==> src/rtl/div_pkg.sv <==
// Shared constants and FSM state encoding for the sequential signed divider.
package div_pkg;

  localparam int WIDTH = 32;
  localparam int ITER  = WIDTH;

  typedef enum logic [1:0] {
    IDLE = 2'd0,
    RUN  = 2'd1,
    FIX  = 2'd2,
    DONE = 2'd3
  } state_t;

endpackage

==> src/rtl/div32_step.sv <==
// One radix-2 restoring division iteration on unsigned magnitudes.
module div32_step #(
  parameter int WIDTH = div_pkg::WIDTH
) (
  input  logic [WIDTH-1:0] a_in,
  input  logic [WIDTH-1:0] q_in,
  input  logic [WIDTH-1:0] d_in,
  output logic [WIDTH-1:0] a_out,
  output logic [WIDTH-1:0] q_out
);

  logic [WIDTH:0] shifted;
  logic           fits;

  // The shifted partial remainder can exceed WIDTH bits, so compare with one extra bit.
  always_comb begin
    shifted = {a_in, q_in[WIDTH-1]};
    fits    = (shifted >= {1'b0, d_in});
    a_out   = fits ? (shifted[WIDTH-1:0] - d_in) : shifted[WIDTH-1:0];
    q_out   = {q_in[WIDTH-2:0], fits};
  end

endmodule

==> src/rtl/div32_seq.sv <==
// Sequential signed divider: restoring division on magnitudes, one quotient bit per clock.
// Optional fast divide-by-zero path and div_zero flag when DIV32_DZ_FAST_EN is defined.
module div32_seq #(
  parameter int WIDTH = div_pkg::WIDTH
) (
  input  logic               clock,
  input  logic               clear,
  input  logic               start,
  input  logic [WIDTH-1:0]   dividend,
  input  logic [WIDTH-1:0]   divisor,
  output logic               busy,
  output logic               done,
  output logic [WIDTH-1:0]   quotient,
  output logic [WIDTH-1:0]   remainder,
  output logic [2*WIDTH-1:0] result
`ifdef DIV32_DZ_FAST_EN
  ,
  output logic               div_zero
`endif
);

  import div_pkg::*;

  localparam int CNT_W = $clog2(WIDTH);

`ifdef DIV32_DZ_FAST_EN
  localparam bit FAST_DZ = 1'b1;
`else
  localparam bit FAST_DZ = 1'b0;
`endif

  state_t             state_reg, state_next;
  logic [CNT_W-1:0]   cnt_reg;
  logic [WIDTH-1:0]   a_reg, q_reg, d_reg, dvd_reg;
  logic               neg_q_reg, neg_r_reg, dz_reg;
  logic [WIDTH-1:0]   quotient_reg, remainder_reg;
  logic [WIDTH-1:0]   a_step, q_step;
  logic               dz_in;
  logic [WIDTH-1:0]   dvd_mag, dvs_mag;

  assign dz_in   = (divisor == '0);
  // Magnitudes stay WIDTH-bit unsigned, so the most negative value maps onto itself.
  assign dvd_mag = dividend[WIDTH-1] ? -dividend : dividend;
  assign dvs_mag = divisor[WIDTH-1]  ? -divisor  : divisor;

  div32_step #(.WIDTH(WIDTH)) u_step (
    .a_in  (a_reg),
    .q_in  (q_reg),
    .d_in  (d_reg),
    .a_out (a_step),
    .q_out (q_step)
  );

  always_ff @(posedge clock) begin
    if (clear) begin
      state_reg <= IDLE;
    end else begin
      state_reg <= state_next;
    end
  end

  always_comb begin
    state_next = state_reg;
    case (state_reg)
      IDLE: begin
        if (start) begin
          state_next = (FAST_DZ && dz_in) ? DONE : RUN;
        end
      end
      RUN: begin
        if (cnt_reg == CNT_W'(WIDTH - 1)) begin
          state_next = FIX;
        end
      end
      FIX:     state_next = DONE;
      DONE:    state_next = IDLE;
      default: state_next = IDLE;
    endcase
  end

  always_comb begin
    busy = (state_reg == RUN) || (state_reg == FIX);
    done = (state_reg == DONE);
  end

  always_ff @(posedge clock) begin
    if (clear) begin
      cnt_reg       <= '0;
      a_reg         <= '0;
      q_reg         <= '0;
      d_reg         <= '0;
      dvd_reg       <= '0;
      neg_q_reg     <= 1'b0;
      neg_r_reg     <= 1'b0;
      dz_reg        <= 1'b0;
      quotient_reg  <= '0;
      remainder_reg <= '0;
    end else begin
      case (state_reg)
        IDLE: begin
          if (start) begin
            cnt_reg   <= '0;
            a_reg     <= '0;
            q_reg     <= dvd_mag;
            d_reg     <= dvs_mag;
            dvd_reg   <= dividend;
            neg_q_reg <= dividend[WIDTH-1] ^ divisor[WIDTH-1];
            neg_r_reg <= dividend[WIDTH-1];
            dz_reg    <= dz_in;
            if (FAST_DZ && dz_in) begin
              quotient_reg  <= '1;
              remainder_reg <= dividend;
            end
          end
        end
        RUN: begin
          a_reg   <= a_step;
          q_reg   <= q_step;
          cnt_reg <= cnt_reg + CNT_W'(1);
        end
        FIX: begin
          if (dz_reg) begin
            quotient_reg  <= '1;
            remainder_reg <= dvd_reg;
          end else begin
            quotient_reg  <= neg_q_reg ? -q_reg : q_reg;
            remainder_reg <= neg_r_reg ? -a_reg : a_reg;
          end
        end
        default: ;
      endcase
    end
  end

`ifdef DIV32_DZ_FAST_EN
  logic div_zero_reg;

  always_ff @(posedge clock) begin
    if (clear) begin
      div_zero_reg <= 1'b0;
    end else if (state_reg == IDLE && start) begin
      div_zero_reg <= dz_in;
    end
  end

  assign div_zero = div_zero_reg;
`endif

  assign quotient  = quotient_reg;
  assign remainder = remainder_reg;
  assign result    = {remainder_reg, quotient_reg};

endmodule

==> config.mk <==
export PLATFORM = sky130hd
export DESIGN_NAME = div32_seq
export DESIGN_NICKNAME = d
export VERILOG_FILES = /design/src/rtl/div_pkg.sv /design/src/rtl/div32_step.sv /design/src/rtl/div32_seq.sv
export SDC_FILE = /design/constraint.sdc
export NUM_CORES = 1
export LEC_CHECK = 0
export ABC_AREA = 1
export CORE_MARGIN = 2
export CORE_UTILIZATION = 45
export CTS_CLUSTER_SIZE = 8
export DETAILED_ROUTE_END_ITERATION = 6
export PLACE_DENSITY = 0.72
export REMOVE_ABC_BUFFERS = 1
export SLEW_MARGIN = 10
export SYNTH_ARGS = -nofsm -noshare
export SYNTH_HDL_FRONTEND = slang
export SYNTH_SLANG_ARGS = --single-unit
export TNS_END_PERCENT = 100
==> constraint.sdc <==
create_clock -name clock -period 2.15 [get_ports clock]
set_clock_uncertainty 0.1 [all_clocks]
set_input_delay 0.43 -clock clock [delete_from_list [all_inputs] [get_ports clock]]
set_output_delay 0.43 -clock clock [all_outputs]
set_load 0.05 [all_outputs]
==> results of run 1 <==
[worst paths after layout]
kind | end | slack (ns) | cells after the start
worst min register to register | dvd_reg[1] | 0.35 | 2
worst max-delay path | a_reg[7] | -0.24 | 15
worst min-delay path | dvd_reg[3] | 0.22 | 4
worst max register to register | a_reg[7] | -0.24 | 15
[worst min-delay path: stages]
cell and delay [ns]:
buf_4 0.13, inv_2 0.11, o21ai_0 0.09, a21oi_1 0.04
[cell families after synthesis]
| family | synth area share |
|---|---|
| and+or+nand+nor | 0.330 |
| buffers and inverters | 0.150 |
| AOI/OAI and AO/OA | 0.183 |
| DFF | 0.271 |
| xor gates and xnor gates | 0.0289 |
| adders and majority gates | 0.0368 |
[layout by cell type (no fill, tap or decap), drive strengths merged, types with 3 or more instances in the layout]
master         netlist  routed
dfxtp              201     201
buf                 95     345
nor2               201     201
a31oi               15      15
dlygate4sd2          0     128
a21boi               5       5
o21a                10      10
or2                  3       3
and2                 8       8
clkdlybuf4s50        0      64
nand2              631     631
a211oi               4       4
nand3b              12      12
o221ai              10      10
clkbuf              70      29
nand4               26      26
xnor2               18      18
nand3              186     186
a21oi              231     231
nor4                 8       8
xor2                31      31
inv                339     337
ha                  42      42
nor3                38      38
o21ai              168     168
o21bai               3       3
o211ai              37      37
clkinv               4       5
[per-layer routing]
| metal | vias up | wire length [um] | part of all wire | GRT usage |
|---|---|---|---|---|
| met5 | - | 0 | 0 | 0 |
| li1 | 8500 | - | - | - |
| met1 | 8112 | 24500 | 0.44 | 0.426 |
| met3 | 134 | 3770 | 0.068 | 0.0393 |
| met2 | 706 | 24900 | 0.45 | 0.501 |
| met4 | 0 | 1950 | 0.035 | 0.101 |
[per-stage QoR]
| step | instances | power [uW] | hold WS, ns |
|---|---|---|---|
| 5_1_grt | 3249 | 32400 | 0.242 |
| 4_1_cts | 3241 | 29200 | 0.209 |
| 2_1_floorplan | 2238 | 15700 | 0.326 |
| 3_5_place_dp | 3168 | 22400 | 0.345 |
| 6_report | 3249 | 30600 | 0.216 |
| 3_3_place_gp | 3168 | 22200 | 0.338 |
[repair_timing]
item	in CTS	in global routing
cloned	8	0
endpoints found under the setup margin	162	74
resized for setup	401	124
endpoints found under the hold margin	0	0
setup buffers	35	11
hold buffers	0	0
pin swaps	111	67
[final cells by class]
cell class / instances / area, um2
clock inverter: 2 / 35.0
sequential: 201 / 4080
multi-input combinational: 1694 / 9940
tap: 442 / 553
fill: 2929 / 11100
timing repair buffer: 538 / 4760
clock buffer: 29 / 726
inverter: 343 / 1310
[power by group]
| part | total (uW) | internal (uW) | switching, uW |
|---|---|---|---|
| logic | 20900 | 8240 | 12700 |
| registers | 5550 | 4700 | 851 |
| clock network | 4100 | 2460 | 1640 |
| total | 30600 | 15400 | 15200 |
==> metrics.cfg, run 1 <==
[timing]
slew_headroom=0.547
max_freq_ghz=0.418
report.final.slew_viol_count=0
rsz0062_at_grt=yes
tns_ns=-4.00
hold_viol=0
fin_crit_ns=2.39
setup_viol=32
worst_slack_ns=-0.241
worst_slew_pin_slew_ns=0.679
post-route-period-util=1.11

[grt]
grt_pass1_vias=16200
grt_overflow=0
grtUsageTotal=0.309
grt_pass1_wl_um=85000
antenna_found_initial=0
grt_max_degree=74

[floorplan]
num_rows=66
die-area_um2=34400
start_util=0.456
io_pins=197
core-area_um2=32500
die_y_um=186
dieWidth_um=186

[worst_setup_path]
cp_slowest_cell=dfxtp_2
reg2reg_from=d_reg[23]
critPathLaunch=d_reg[23]
crit_arrival_ns=2.77
cp_data_required_time_ns=2.53
cp_max_fo=8
cp.buffers_inverters=4
slowest_delay_ns=0.34
worstSetupEndpointType=flip-flop
setup.worst_path.start_class=flip-flop
crit_chain=inv_2 > ha_4 > nand2_4 > nor2_4 > nand2_2 > nor2_4 > nand3b_1 > nand3_2 > nor2_8 > buf_4 > buf_6 > buf_12 > nand3b_1 > nand3_1 > a21oi_2
criticalPathCategory=flip-flop to flip-flop
crit_family=simple AND/OR/NAND/NOR gates

[route]
ant_nets=0
drt-vias-per-instance=5.37
wl_per_cell_um=17.0
firstDrtPassIters=6
dr_total_vias=17500
remaining_drc_errors=0
drt-total-wl_um=55100
first_iter_violations=1508

[run]
maxCapViolCount=0

[clocking]
cts_root_buf=clkbuf_16
cts_buffers=29
htree_num_levels=1
insertion_delay_ns=0.54
numClockSinks=201
path_clk_slew_ns=0.06
cts_tree=built
cts.path.max_buffers=3

[layout]
nets=2917
final_design_area_no_fill_um2=21400
fin_util=0.658
num_antenna_cells=0
area_growth_pct=44.3
drive_gt1_frac=0.268

[place]
dp_hpwl_um=40100
gp_congestion=0.975
postPlaceCellArea_um2=18700
place_ws_ns=-0.384
place.port_buffers=196

[synth]
synth_warnings=0
async_reset_ff_frac=0
yosys.area.top_type=dfxtp_1
yosys.area.top_type_share=0.271
ys_seq_elements=201
synthTopCellsByCount=nand2_1, inv_1, a21oi_1, dfxtp_1, nor2_1
yosysSeqAreaShare=0.271
synth_edf_count=0
netlist_instances=2403
syn_area_um2=14800
netlist_top_cells_area=dfxtp_1, nand2_1, inv_1
yosysMostFrequentCell=nand2_1
synth.distinct_cells=47
avgSynthCellArea_um2=6.17
synth-main-ff-cell=dfxtp_1

[outcome]
status=complete, but fails checks
violations=negative setup slack

[power]
leakagePower_uw=0.0106
vdd_drop_max_mv=0.986
power_density_nw_per_um2=1430

[min_path]
min_path_type=primary input to flip-flop
hp-start=clear

(Power assumes the default switching activity.)
==> run 2: changes to the inputs <==
--- a/config.mk
+++ b/config.mk
@@ -8,6 +8,7 @@
 export ABC_AREA = 1
 export CORE_MARGIN = 2
 export CORE_UTILIZATION = 45
+export CTS_CLUSTER_DIAMETER = 100
 export CTS_CLUSTER_SIZE = 8
 export DETAILED_ROUTE_END_ITERATION = 6
 export PLACE_DENSITY = 0.72
==> run 2 against run 1 <==
The run still ends with negative setup slack left. Cell area is 1.1% lower. Setup slack better by 0.063 ns. Critical endpoint is now a_reg[5]. Sequential share of layout area is 0.21 points higher. Wire length is 1.8% lower. Utilization is 0.75 points lower. Non-clock buffer count is 13 lower. Critical path type unchanged. Hold slack worse by 0.0013 ns. Combinational power is 3% lower. Via count is 1.5% lower. Global-route usage is 0.36 points lower.
==> metrics.cfg, run 2 (synthesis results as in run 1) <==
[outcome]
status=complete, but fails checks
violations=negative setup slack

[timing]
slew_headroom=0.541
report.final.slew_viol_count=0
holdWs_ns=0.214
hold_viol=0
fin_crit_ns=2.33
worst_slew_pin_slew_ns=0.688
post-route-period-util=1.08
max_freq_ghz=0.429
worst_slack_ns=-0.179
setup_viol=33
rsz0062_at_grt=yes

[worst_setup_path]
worst-r2r-cell-count=14
path_common_cell=inv_2
cp_slowest_cell=dfxtp_2
cp_data_required_time_ns=2.51
crit_arrival_ns=2.68
cp_max_fo=8
reg2reg_from=d_reg[21]
slowest_delay_ns=0.33
crit_chain=inv_2 > ha_4 > nand2_4 > nor2_4 > inv_2 > nor2_4 > inv_2 > nor3_4 > nand2_8 > buf_6 > buf_12 > nand3_4 > nand3_2 > a21oi_2
reg2reg_to=a_reg[5]
criticalPathCategory=flip-flop to flip-flop
setup.worst_path.start_class=flip-flop
worstSetupEndpointType=flip-flop
r2r_slack_ns=-0.18

[floorplan]
num_rows=66
die_y_um=186
start_util=0.456
core-area_um2=32500
dieWidth_um=186
die-area_um2=34400
io_pins=197

[clocking]
cts_buffers=29
cts_tree=built
hold_buffers=0
htree_num_levels=1
numClockSinks=201
insertion_delay_ns=0.56
cts.path.max_buffers=3
cts_root_buf=clkbuf_16
path_clk_slew_ns=0.05

[layout]
multi_input_area_um2=9860
seq_area_um2=4080
fin_util=0.650
final_common_cell=nand2_1
fin_cells=3237
mostFrequentLayoutCells=nand2_1, buf_4, inv_1, a21oi_1, dfxtp_1
nets=2904
final_design_area_no_fill_um2=21200
area_growth_pct=42.7
num_antenna_cells=0
drive_gt1_frac=0.253
fillers=2978

[grt]
grt_pass1_wl_um=84100
grtUsageTotal=0.306
grt_overflow=0
grt_max_degree=74
antenna_found_initial=0
grt_pass1_vias=16100

[place]
gp_congestion=0.975
dp_hpwl_um=40100
dp_cells=3168
postPlaceCellArea_um2=18700
place.port_buffers=196

[route]
dr_total_vias=17200
wl_per_cell_um=16.7
ant_nets=0
drt-vias-per-instance=5.31
routed-wl-met2_um=24500
firstDrtPassIters=6
first_iter_violations=1589
route.met3.wl_um=3970
wl_met1_um=24000
highest_layer=met4
drt-total-wl_um=54100
remaining_drc_errors=0

[min_path]
hp-start=clear
min_path_type=primary input to flip-flop
whs_endpoint=dvd_reg[3]
hold_path_depth=4

[power]
switchingPower_uw=14900
power_frac_clock=0.134
finalPower_uw=29900
leakagePower_uw=0.0105
swShare=0.499
seqPwrFrac=0.185
vdd_drop_max_mv=1.00
comb_power_share=0.680
power_density_nw_per_um2=1410
internal_power_uw=15000

[run]
maxCapViolCount=0

run 2: power by group through the flow:
| stage | clock, uW | sequential, uW | combinational, uW |
|---|---|---|---|
| final | 4010 | 5540 | 20300 |
| after CTS | 4040 | 5490 | 19000 |
| after floorplan | 0 | 7090 | 8570 |
| after detailed placement | 0 | 5490 | 16900 |
| after global routing | 4200 | 5640 | 21900 |
| after global placement | 0 | 5450 | 16700 |
run 2: how the worst max path moves through the flow:
stage            startpoint  slack, ns     endpoint
2_1_floorplan  state_reg[0]      -2.20  quotient[4]
3_3_place_gp    dividend[0]      -0.42    q_reg[28]
3_5_place_dp    dividend[0]      -0.38    q_reg[28]
4_1_cts            d_reg[4]      -0.18    a_reg[15]
5_1_grt           d_reg[22]      -0.28     a_reg[5]
6_report          d_reg[21]      -0.18     a_reg[5]
run 2: area by class of cell:
| type | count | area share |
|---|---|---|
| Timing Repair Buffer | 525 | 0.218 |
| Tap cell | 442 | 0.0261 |
| Inverter | 343 | 0.0619 |
| Multi-Input combinational cell | 1694 | 0.466 |
| Clock inverter | 2 | 0.000828 |
| Clock buffer | 30 | 0.0345 |
| Sequential cell | 201 | 0.193 |
run 2: critical path, delay by kind of cell, from the launching register on:
| family | cells | cell delay [ns] |
|---|---|---|
| adders and majority gates | 1 | 0.32 |
| and+or+nand+nor | 7 | 0.84 |
| buffers and inverters | 5 | 0.48 |
| DFF | 1 | 0.33 |
| AOI/OAI and AO/OA | 1 | 0.16 |
run 2: repair_timing:
item / 4_1_cts / 5_1_grt
endpoints found under the hold margin: 0 / 0
pin swaps: 93 / 67
setup endpoints to repair: 162 / 72
resized for setup: 365 / 124
buffers inserted: 27 / 6
cloned: 6 / 1
run 2: layer usage:
metal  vias to the layer above  GRT usage
met3                       114     0.0370
met5                         -          0
li1                       8482          -
met4                         0     0.0910
met2                       696      0.497
met1                      7900      0.424
run 2: metrics by stage:
stage / setup WS (ns) / TNS, ns
2_1_floorplan: -2.20 / -203.33
3_3_place_gp: -0.418 / -17.93
3_5_place_dp: -0.384 / -18.57
4_1_cts: -0.178 / -2.93
5_1_grt: -0.283 / -7.43
6_report: -0.179 / -3.71
